**src/rtl/pipe_hazard_ctrl_pkg.sv**
```systemverilog
// Shared definitions for the pipeline stall/flush sequencer.
//   DEF_REG_W        default register-index width
//   DEF_CNT_W        default stall performance-counter width
//   DEF_MEM_TIMEOUT  default max consecutive stalled data-memory cycles
//   ctrl_state_e     sequencer states (RUN, MEM_WAIT, ERR)
package pipe_ctrl_pkg;

    localparam int DEF_REG_W       = 5;
    localparam int DEF_CNT_W       = 16;
    localparam int DEF_MEM_TIMEOUT = 64;

    typedef enum logic [1:0] {
        ST_RUN      = 2'd0,
        ST_MEM_WAIT = 2'd1,
        ST_ERR      = 2'd2
    } ctrl_state_e;

endpackage

```
**src/rtl/pipe_hazard_ctrl_if.sv**
```systemverilog
// Bundle between the datapath and the hazard sequencer.
//   master : datapath side, drives ID/EX/MEM status, receives stage enables
//   slave  : sequencer side, samples status, drives enables/valids/flush,
//            timeout flag and stall counter
interface pipe_hazard_ctrl_if
    import pipe_ctrl_pkg::*;
#(
    parameter int REG_W = DEF_REG_W,
    parameter int CNT_W = DEF_CNT_W
);
    logic [REG_W-1:0] id_rs_i;
    logic [REG_W-1:0] id_rt_i;
    logic             id_uses_rs_i;
    logic             id_uses_rt_i;
    logic [REG_W-1:0] ex_rsd_i;
    logic             ex_is_load_i;
    logic             ex_valid_i;
    logic             branch_taken_i;
    logic             mem_req_i;
    logic             mem_ready_i;

    logic             pc_en_o;
    logic             if_id_en_o;
    logic             if_id_flush_o;
    logic             id_ex_en_o;
    logic             id_ex_valid_o;
    logic             ex_mem_en_o;
    logic             mem_wb_valid_o;
    logic             timeout_o;
    logic [CNT_W-1:0] stall_cnt_o;

    modport master (
        output id_rs_i, id_rt_i, id_uses_rs_i, id_uses_rt_i,
               ex_rsd_i, ex_is_load_i, ex_valid_i,
               branch_taken_i, mem_req_i, mem_ready_i,
        input  pc_en_o, if_id_en_o, if_id_flush_o, id_ex_en_o, id_ex_valid_o,
               ex_mem_en_o, mem_wb_valid_o, timeout_o, stall_cnt_o
    );

    modport slave (
        input  id_rs_i, id_rt_i, id_uses_rs_i, id_uses_rt_i,
               ex_rsd_i, ex_is_load_i, ex_valid_i,
               branch_taken_i, mem_req_i, mem_ready_i,
        output pc_en_o, if_id_en_o, if_id_flush_o, id_ex_en_o, id_ex_valid_o,
               ex_mem_en_o, mem_wb_valid_o, timeout_o, stall_cnt_o
    );

endinterface

```
**src/rtl/pipe_hazard_ctrl_hazard_detect.sv**
```systemverilog
// Load-use hazard compare (purely combinational).
//   id_rs_i/id_rt_i        source registers of the ID instruction
//   id_uses_rs_i/_rt_i     which sources the ID instruction actually reads
//   ex_rsd_i               destination of the EX instruction
//   ex_is_load_i           EX instruction is a load
//   ex_valid_i             EX holds a real instruction
//   load_use_o             ID needs a load result not yet available
module hazard_detect
    import pipe_ctrl_pkg::*;
#(
    parameter int REG_W = DEF_REG_W
) (
    input  logic [REG_W-1:0] id_rs_i,
    input  logic [REG_W-1:0] id_rt_i,
    input  logic             id_uses_rs_i,
    input  logic             id_uses_rt_i,
    input  logic [REG_W-1:0] ex_rsd_i,
    input  logic             ex_is_load_i,
    input  logic             ex_valid_i,
    output logic             load_use_o
);

    logic rs_match;
    logic rt_match;

    assign rs_match = id_uses_rs_i && (id_rs_i == ex_rsd_i);
    assign rt_match = id_uses_rt_i && (id_rt_i == ex_rsd_i);

    // Register 0 is hard-wired zero, so a load targeting it never stalls.
    assign load_use_o = ex_valid_i && ex_is_load_i && (ex_rsd_i != '0)
                        && (rs_match || rt_match);

endmodule

```
**src/rtl/pipe_hazard_ctrl.sv**
```systemverilog
// Central stall/flush sequencer for the 5-stage pipeline.
//   clk_i  clock
//   rst_i  asynchronous active-low reset (bubbles the whole pipe while low)
//   bus    slave side of pipe_hazard_ctrl_if: hazard inputs in, PC/buffer
//          enables, valids, IF/ID flush, sticky timeout and stall counter out
// Outputs are combinational from state and current inputs so the pipeline
// buffers act on them at the same clock edge.
module pipe_hazard_ctrl
    import pipe_ctrl_pkg::*;
#(
    parameter int REG_W       = DEF_REG_W,
    parameter int CNT_W       = DEF_CNT_W,
    parameter int MEM_TIMEOUT = DEF_MEM_TIMEOUT
) (
    input  logic              clk_i,
    input  logic              rst_i,
    pipe_hazard_ctrl_if.slave bus
);

    localparam int                WAIT_W    = $clog2(MEM_TIMEOUT + 1);
    localparam logic [WAIT_W-1:0] WAIT_LAST = WAIT_W'(MEM_TIMEOUT - 1);

    ctrl_state_e       state_q, state_d;
    logic [WAIT_W-1:0] wait_cnt_q, wait_cnt_d;
    logic [CNT_W-1:0]  stall_cnt_q;

    logic load_use;
    logic mem_stall;
    logic pc_en, if_id_en, if_id_flush, id_ex_en, id_ex_valid;
    logic ex_mem_en, mem_wb_valid, timeout;

    hazard_detect #(.REG_W(REG_W)) u_hazard_detect (
        .id_rs_i      (bus.id_rs_i),
        .id_rt_i      (bus.id_rt_i),
        .id_uses_rs_i (bus.id_uses_rs_i),
        .id_uses_rt_i (bus.id_uses_rt_i),
        .ex_rsd_i     (bus.ex_rsd_i),
        .ex_is_load_i (bus.ex_is_load_i),
        .ex_valid_i   (bus.ex_valid_i),
        .load_use_o   (load_use)
    );

    assign mem_stall = bus.mem_req_i && !bus.mem_ready_i;

    always_comb begin
        state_d      = state_q;
        wait_cnt_d   = wait_cnt_q;
        pc_en        = 1'b1;
        if_id_en     = 1'b1;
        if_id_flush  = 1'b0;
        id_ex_en     = 1'b1;
        id_ex_valid  = 1'b1;
        ex_mem_en    = 1'b1;
        mem_wb_valid = 1'b1;
        timeout      = (state_q == ST_ERR);

        // Stage control; branch is ignored under any stall since its
        // operands are not yet valid and ID will re-assert it.
        if (state_q == ST_ERR || mem_stall) begin
            pc_en        = 1'b0;
            if_id_en     = 1'b0;
            id_ex_en     = 1'b0;
            ex_mem_en    = 1'b0;
            mem_wb_valid = 1'b0;
        end else if (load_use) begin
            pc_en       = 1'b0;
            if_id_en    = 1'b0;
            id_ex_valid = 1'b0;
        end else if (bus.branch_taken_i) begin
            if_id_flush = 1'b1;
        end

        // wait_cnt counts consecutive stalled cycles including the one in RUN.
        case (state_q)
            ST_RUN: begin
                if (mem_stall) begin
                    if (MEM_TIMEOUT <= 1) begin
                        state_d    = ST_ERR;
                        wait_cnt_d = '0;
                    end else begin
                        state_d    = ST_MEM_WAIT;
                        wait_cnt_d = WAIT_W'(1);
                    end
                end
            end
            ST_MEM_WAIT: begin
                if (!mem_stall) begin
                    state_d    = ST_RUN;
                    wait_cnt_d = '0;
                end else if (wait_cnt_q >= WAIT_LAST) begin
                    state_d    = ST_ERR;
                    wait_cnt_d = '0;
                end else begin
                    wait_cnt_d = wait_cnt_q + 1'b1;
                end
            end
            ST_ERR: begin
                state_d    = ST_ERR;
                wait_cnt_d = '0;
            end
            default: begin
                state_d    = ST_RUN;
                wait_cnt_d = '0;
            end
        endcase

        if (!rst_i) begin
            pc_en        = 1'b0;
            if_id_en     = 1'b0;
            if_id_flush  = 1'b1;
            id_ex_en     = 1'b0;
            id_ex_valid  = 1'b0;
            ex_mem_en    = 1'b0;
            mem_wb_valid = 1'b0;
            timeout      = 1'b0;
        end
    end

    always_ff @(posedge clk_i or negedge rst_i) begin
        if (!rst_i) begin
            state_q     <= ST_RUN;
            wait_cnt_q  <= '0;
            stall_cnt_q <= '0;
        end else begin
            state_q    <= state_d;
            wait_cnt_q <= wait_cnt_d;
            if (!pc_en && (stall_cnt_q != '1)) begin
                stall_cnt_q <= stall_cnt_q + 1'b1;
            end
        end
    end

    assign bus.pc_en_o        = pc_en;
    assign bus.if_id_en_o     = if_id_en;
    assign bus.if_id_flush_o  = if_id_flush;
    assign bus.id_ex_en_o     = id_ex_en;
    assign bus.id_ex_valid_o  = id_ex_valid;
    assign bus.ex_mem_en_o    = ex_mem_en;
    assign bus.mem_wb_valid_o = mem_wb_valid;
    assign bus.timeout_o      = timeout;
    assign bus.stall_cnt_o    = stall_cnt_q;

endmodule
```
**src/flat_wrapper.sv**
```systemverilog
// flat-port wrapper written by rule: the top's interface ports become plain ports
module pipe_hazard_ctrl_flat import pipe_ctrl_pkg::*;
#(
    parameter int REG_W       = DEF_REG_W,
    parameter int CNT_W       = DEF_CNT_W,
    parameter int MEM_TIMEOUT = DEF_MEM_TIMEOUT
)
  (clk_i, rst_i, bus_id_rs_i, bus_id_rt_i, bus_id_uses_rs_i, bus_id_uses_rt_i, bus_ex_rsd_i, bus_ex_is_load_i, bus_ex_valid_i, bus_branch_taken_i, bus_mem_req_i, bus_mem_ready_i, bus_pc_en_o, bus_if_id_en_o, bus_if_id_flush_o, bus_id_ex_en_o, bus_id_ex_valid_o, bus_ex_mem_en_o, bus_mem_wb_valid_o, bus_timeout_o, bus_stall_cnt_o);
  pipe_hazard_ctrl_if #(.REG_W(REG_W), .CNT_W(CNT_W)) bus_i ();
  input  logic clk_i;
  input  logic rst_i;
  input wire logic [$bits(bus_i.id_rs_i)-1:0] bus_id_rs_i;
  input wire logic [$bits(bus_i.id_rt_i)-1:0] bus_id_rt_i;
  input wire logic [$bits(bus_i.id_uses_rs_i)-1:0] bus_id_uses_rs_i;
  input wire logic [$bits(bus_i.id_uses_rt_i)-1:0] bus_id_uses_rt_i;
  input wire logic [$bits(bus_i.ex_rsd_i)-1:0] bus_ex_rsd_i;
  input wire logic [$bits(bus_i.ex_is_load_i)-1:0] bus_ex_is_load_i;
  input wire logic [$bits(bus_i.ex_valid_i)-1:0] bus_ex_valid_i;
  input wire logic [$bits(bus_i.branch_taken_i)-1:0] bus_branch_taken_i;
  input wire logic [$bits(bus_i.mem_req_i)-1:0] bus_mem_req_i;
  input wire logic [$bits(bus_i.mem_ready_i)-1:0] bus_mem_ready_i;
  output wire logic [$bits(bus_i.pc_en_o)-1:0] bus_pc_en_o;
  output wire logic [$bits(bus_i.if_id_en_o)-1:0] bus_if_id_en_o;
  output wire logic [$bits(bus_i.if_id_flush_o)-1:0] bus_if_id_flush_o;
  output wire logic [$bits(bus_i.id_ex_en_o)-1:0] bus_id_ex_en_o;
  output wire logic [$bits(bus_i.id_ex_valid_o)-1:0] bus_id_ex_valid_o;
  output wire logic [$bits(bus_i.ex_mem_en_o)-1:0] bus_ex_mem_en_o;
  output wire logic [$bits(bus_i.mem_wb_valid_o)-1:0] bus_mem_wb_valid_o;
  output wire logic [$bits(bus_i.timeout_o)-1:0] bus_timeout_o;
  output wire logic [$bits(bus_i.stall_cnt_o)-1:0] bus_stall_cnt_o;
  assign bus_i.id_rs_i = bus_id_rs_i;
  assign bus_i.id_rt_i = bus_id_rt_i;
  assign bus_i.id_uses_rs_i = bus_id_uses_rs_i;
  assign bus_i.id_uses_rt_i = bus_id_uses_rt_i;
  assign bus_i.ex_rsd_i = bus_ex_rsd_i;
  assign bus_i.ex_is_load_i = bus_ex_is_load_i;
  assign bus_i.ex_valid_i = bus_ex_valid_i;
  assign bus_i.branch_taken_i = bus_branch_taken_i;
  assign bus_i.mem_req_i = bus_mem_req_i;
  assign bus_i.mem_ready_i = bus_mem_ready_i;
  assign bus_pc_en_o = bus_i.pc_en_o;
  assign bus_if_id_en_o = bus_i.if_id_en_o;
  assign bus_if_id_flush_o = bus_i.if_id_flush_o;
  assign bus_id_ex_en_o = bus_i.id_ex_en_o;
  assign bus_id_ex_valid_o = bus_i.id_ex_valid_o;
  assign bus_ex_mem_en_o = bus_i.ex_mem_en_o;
  assign bus_mem_wb_valid_o = bus_i.mem_wb_valid_o;
  assign bus_timeout_o = bus_i.timeout_o;
  assign bus_stall_cnt_o = bus_i.stall_cnt_o;
  pipe_hazard_ctrl #(.REG_W(REG_W), .CNT_W(CNT_W), .MEM_TIMEOUT(MEM_TIMEOUT)) u_core (.clk_i(clk_i), .rst_i(rst_i), .bus(bus_i));
endmodule
```
**config.mk**
```make
export PLATFORM = sky130hd
export DESIGN_NAME = pipe_hazard_ctrl_flat
export DESIGN_NICKNAME = d
export VERILOG_FILES = /design/src/rtl/pipe_hazard_ctrl_pkg.sv /design/src/rtl/pipe_hazard_ctrl_if.sv /design/src/rtl/pipe_hazard_ctrl_hazard_detect.sv /design/src/rtl/pipe_hazard_ctrl.sv /design/src/flat_wrapper.sv
export SDC_FILE = /design/constraint.sdc
export NUM_CORES = 1
export LEC_CHECK = 0
export CORE_ASPECT_RATIO = 2
export CORE_UTILIZATION = 48
export CTS_CLUSTER_SIZE = 10
export DETAILED_ROUTE_END_ITERATION = 12
export GPL_TIMING_DRIVEN = 0
export PLACE_DENSITY = 0.83
export SETUP_SLACK_MARGIN = 0.4
export SLEW_MARGIN = 5
export SYNTH_ARGS = -nofsm -noshare
export SYNTH_HDL_FRONTEND = slang
export SYNTH_SLANG_ARGS = --single-unit
```
**constraint.sdc**
```tcl
create_clock -name clk_i -period 3.4 [get_ports clk_i]
set_input_delay 0.34 -clock clk_i [delete_from_list [all_inputs] [get_ports clk_i]]
set_output_delay 0.34 -clock clk_i [all_outputs]
set_load 0.03 [all_outputs]
```
==> impl_metrics.json <==
{
  "async_reset_ff_frac": 1.00,
  "dr.pass1.iters": 4,
  "syn-cell-area_sq_um": 1590,
  "swShare": 0.224,
  "reg2reg_depth": 7,
  "pwr-share-clk": 0.329,
  "dp_hpwl_mm": 3.09,
  "yosys.cell_count.top_type": "dfrtp_1",
  "rows": 29,
  "clock_skew_ns": 0.00390,
  "intPower_uw": 414,
  "cts.repair.resized": 7,
  "setup_violations": 0,
  "drive_gt1_frac": 0.125,
  "slew_headroom": 0.596,
  "power.density_nw_per_um2": 250,
  "post_cts_buffers": 0,
  "vdd_drop_max_mv": 0.323,
  "grt_usage": 0.233,
  "drc": 0,
  "min_period_ns": 2.91,
  "cts_max_level": 1,
  "antenna_found_initial": 0,
  "cp-end-kind": "primary output",
  "yosysUniqueCellTypes": 39,
  "hold_viol_final": 0,
  "die_area_sq_um": 3560,
  "wl_per_cell_um": 16.5,
  "gp_congestion": 0.832,
  "critPathKind": "input port to primary output",
  "viasPerCell": 6.01,
  "clk_latency_ns": 0.27,
  "stdcell_area_sq_um": 2140,
  "hold_path_class": "input port to asynchronous set/reset pin",
  "drt_wl_total_mm": 3.94,
  "ys.flop_type": "dfrtp_1",
  "vias": 1436,
  "core-area_sq_um": 3160,
  "ant_nets": 0,
  "synth.top_cell.area_share": 0.393,
  "grt-ovfl-total": 0,
  "total_power_uw": 533,
  "port-buffer-count": 47,
  "synthCells": 157,
  "slew_viol_final": 0,
  "initialDrtViolationCount": 39,
  "rsz0062_at_grt": "no",
  "crit_path_start": "bus_ex_rsd_i[1]",
  "place_area_sq_um": 2100,
  "grt_max_degree": 29,
  "pin_count": 48,
  "initial_utilization": 0.504,
  "worst_slew_pin_slew_ns": 0.606,
  "drv_cap": 0,
  "reg2reg_setup_slack_ns": 1.20,
  "path_max_fanout": 10,
  "startpoint_type": "input port",
  "max_freq_mhz": 343,
  "cts_max_path_buffers": 2,
  "r2r-end": "u_core.bus.stall_cnt_o[1]",
  "endpoint": "bus_if_id_flush_o",
  "nets": 235,
  "synth_edf_count": 0,
  "synth_area_leaders": "dfrtp_1 (39%), xor2_1 (9.9%), a2111oi_4 (5.2%)",
  "synthToLayoutAreaGrowth_pct": 34.2,
  "cts_buffers": 3,
  "fin_crit_sh": 0.857,
  "status": "finished, final reports clean",
  "cts_tree": "yes",
  "switchingPower_uw": 119,
  "root_buffer": "clkbuf_8",
  "yosys_warnings": 0,
  "synth.avg_cell_area_sq_um": 10.1,
  "clock-sinks": 25,
  "die_w_um": 42.7,
  "ys_seq_area_frac": 0.393,
  "r2r_start": "u_core.bus.stall_cnt_o[0]",
  "power_frac_comb": 0.114,
  "diodes": 0,
  "first_global_vias": 1500,
  "final_util": 0.677,
  "pwr-share-seq": 0.557,
  "clk_pin_slew_ns": 0.09,
  "synth_top_area_cell": "dfrtp_1",
  "grt_first_pass_wirelength_mm": 6.56,
  "synthTopCellsByCount": "dfrtp_1 (25), xor2_1 (18), nand2_1 (15), nor2_1 (12), nand3_1 (8)",
  "die_h_um": 83.4,
  "hold_buffers": 0,
  "synth_nets": 183,
  "leakagePower_uw": 0.000902,
  "worstPathArrival_ns": 2.57,
  "synth_seq_cells": 25,
  "required_ns": 3.06
}
## power groups by stage
| stage | Combinational, uW | Clock [uW] | Sequential (uW) |
|---|---|---|---|
| 2_1_floorplan | 19.1 | 0 | 303 |
| 3_3_place_gp | 60.6 | 0 | 303 |
| 3_5_place_dp | 62.9 | 0 | 303 |
| 4_1_cts | 62.2 | 178 | 297 |
| 5_1_grt | 66.0 | 190 | 297 |
| 6_report | 61.1 | 175 | 297 |
## critical path, cell delays in order
cell             delay, ns
clkdlybuf4s50_1       0.47
or4_1                 0.56
o211ai_1              0.19
a21o_1                0.13
buf_6                 0.17
buf_8                 0.15
nand3_1               0.09
nand2_1               0.08
dlygate4sd2_1         0.40
## logic make-up after synthesis
group | Yosys count | synth area share
muxes | 3 | 0.0212
buffers and inverters | 12 | 0.0535
adders and majority gates | 2 | 0.0157
AOI/OAI and AO/OA | 30 | 0.181
DFF | 25 | 0.393
and+or+nand+nor | 62 | 0.209
xor gates and xnor gates | 23 | 0.127
## through the flow
stage,instances,hold slack [ns],worst slack (ns),setup TNS (ns)
2_1_floorplan,157,0.0444,1.12,0
3_3_place_gp,235,0.469,-0.361,-1.23
3_5_place_dp,235,0.482,-0.388,-1.36
4_1_cts,239,0.210,0.405,0
5_1_grt,239,0.117,0.401,0
6_report,239,0.0703,0.487,0
## cell type report
class / instances / area [sq um]
fillers: 254 / 1020
multi-input cells: 120 / 881
flip-flops and latches: 25 / 626
repair buffers: 47 / 458
plain buffers: 8 / 72.6
clock buffers: 4 / 45.0
well taps: 31 / 38.8
inverters: 4 / 15.0
## routing by layer
metal | track usage | share of wire | vias up
li1 | - | - | 659
met1 | 0.222 | 0.33 | 713
met2 | 0.470 | 0.60 | 57
met3 | 0.0283 | 0.055 | 7
met4 | 0.0767 | 0.017 | 0
met5 | 0 | 0 | -
## how the worst min path moves through the flow
stage | end | slack (ns) | start
global route | u_core.bus.stall_cnt_o[14] | 0.12 | rst_i
global placement | u_core.wait_cnt_q[6] | 0.47 | u_core.wait_cnt_q[6]
finish | u_core.wait_cnt_q[3] | 0.07 | rst_i
CTS | u_core.bus.stall_cnt_o[14] | 0.21 | rst_i
detailed placement | u_core.wait_cnt_q[6] | 0.48 | u_core.wait_cnt_q[6]
floorplan | u_core.bus.stall_cnt_o[0] | 0.04 | rst_i
## registers in the layout (all words and copies together) (netlist names)
register	count
u_core.bus.stall_cnt_o	16
u_core.wait_cnt_q	7
u_core.state_q	2
## cell usage in the layout (no fill, tap or decap), types with 2 or more instances in the layout
cell type	instances
nand2b_1	4
nand4_1	2
and2_1	3
a31oi_1	2
dlygate4sd2_1	2
nand3_1	8
mux2_2	3
inv_1	4
buf_4	3
nor2_1	12
or3_1	2
dfrtp_1	25
and4_1	4
ha_1	2
o211ai_1	2
a2111oi_4	3
clkbuf_8	3
buf_2	2
a21o_1	2
a211oi_2	4
xor2_1	18
nor2b_1	2
nand2_1	15
clkdlybuf4s50_1	42
and3_1	4
xnor2_1	5
buf_6	2
a211oi_1	3
a21oi_1	6
o21ai_0	3
Power figures use the tool's default switching activity.
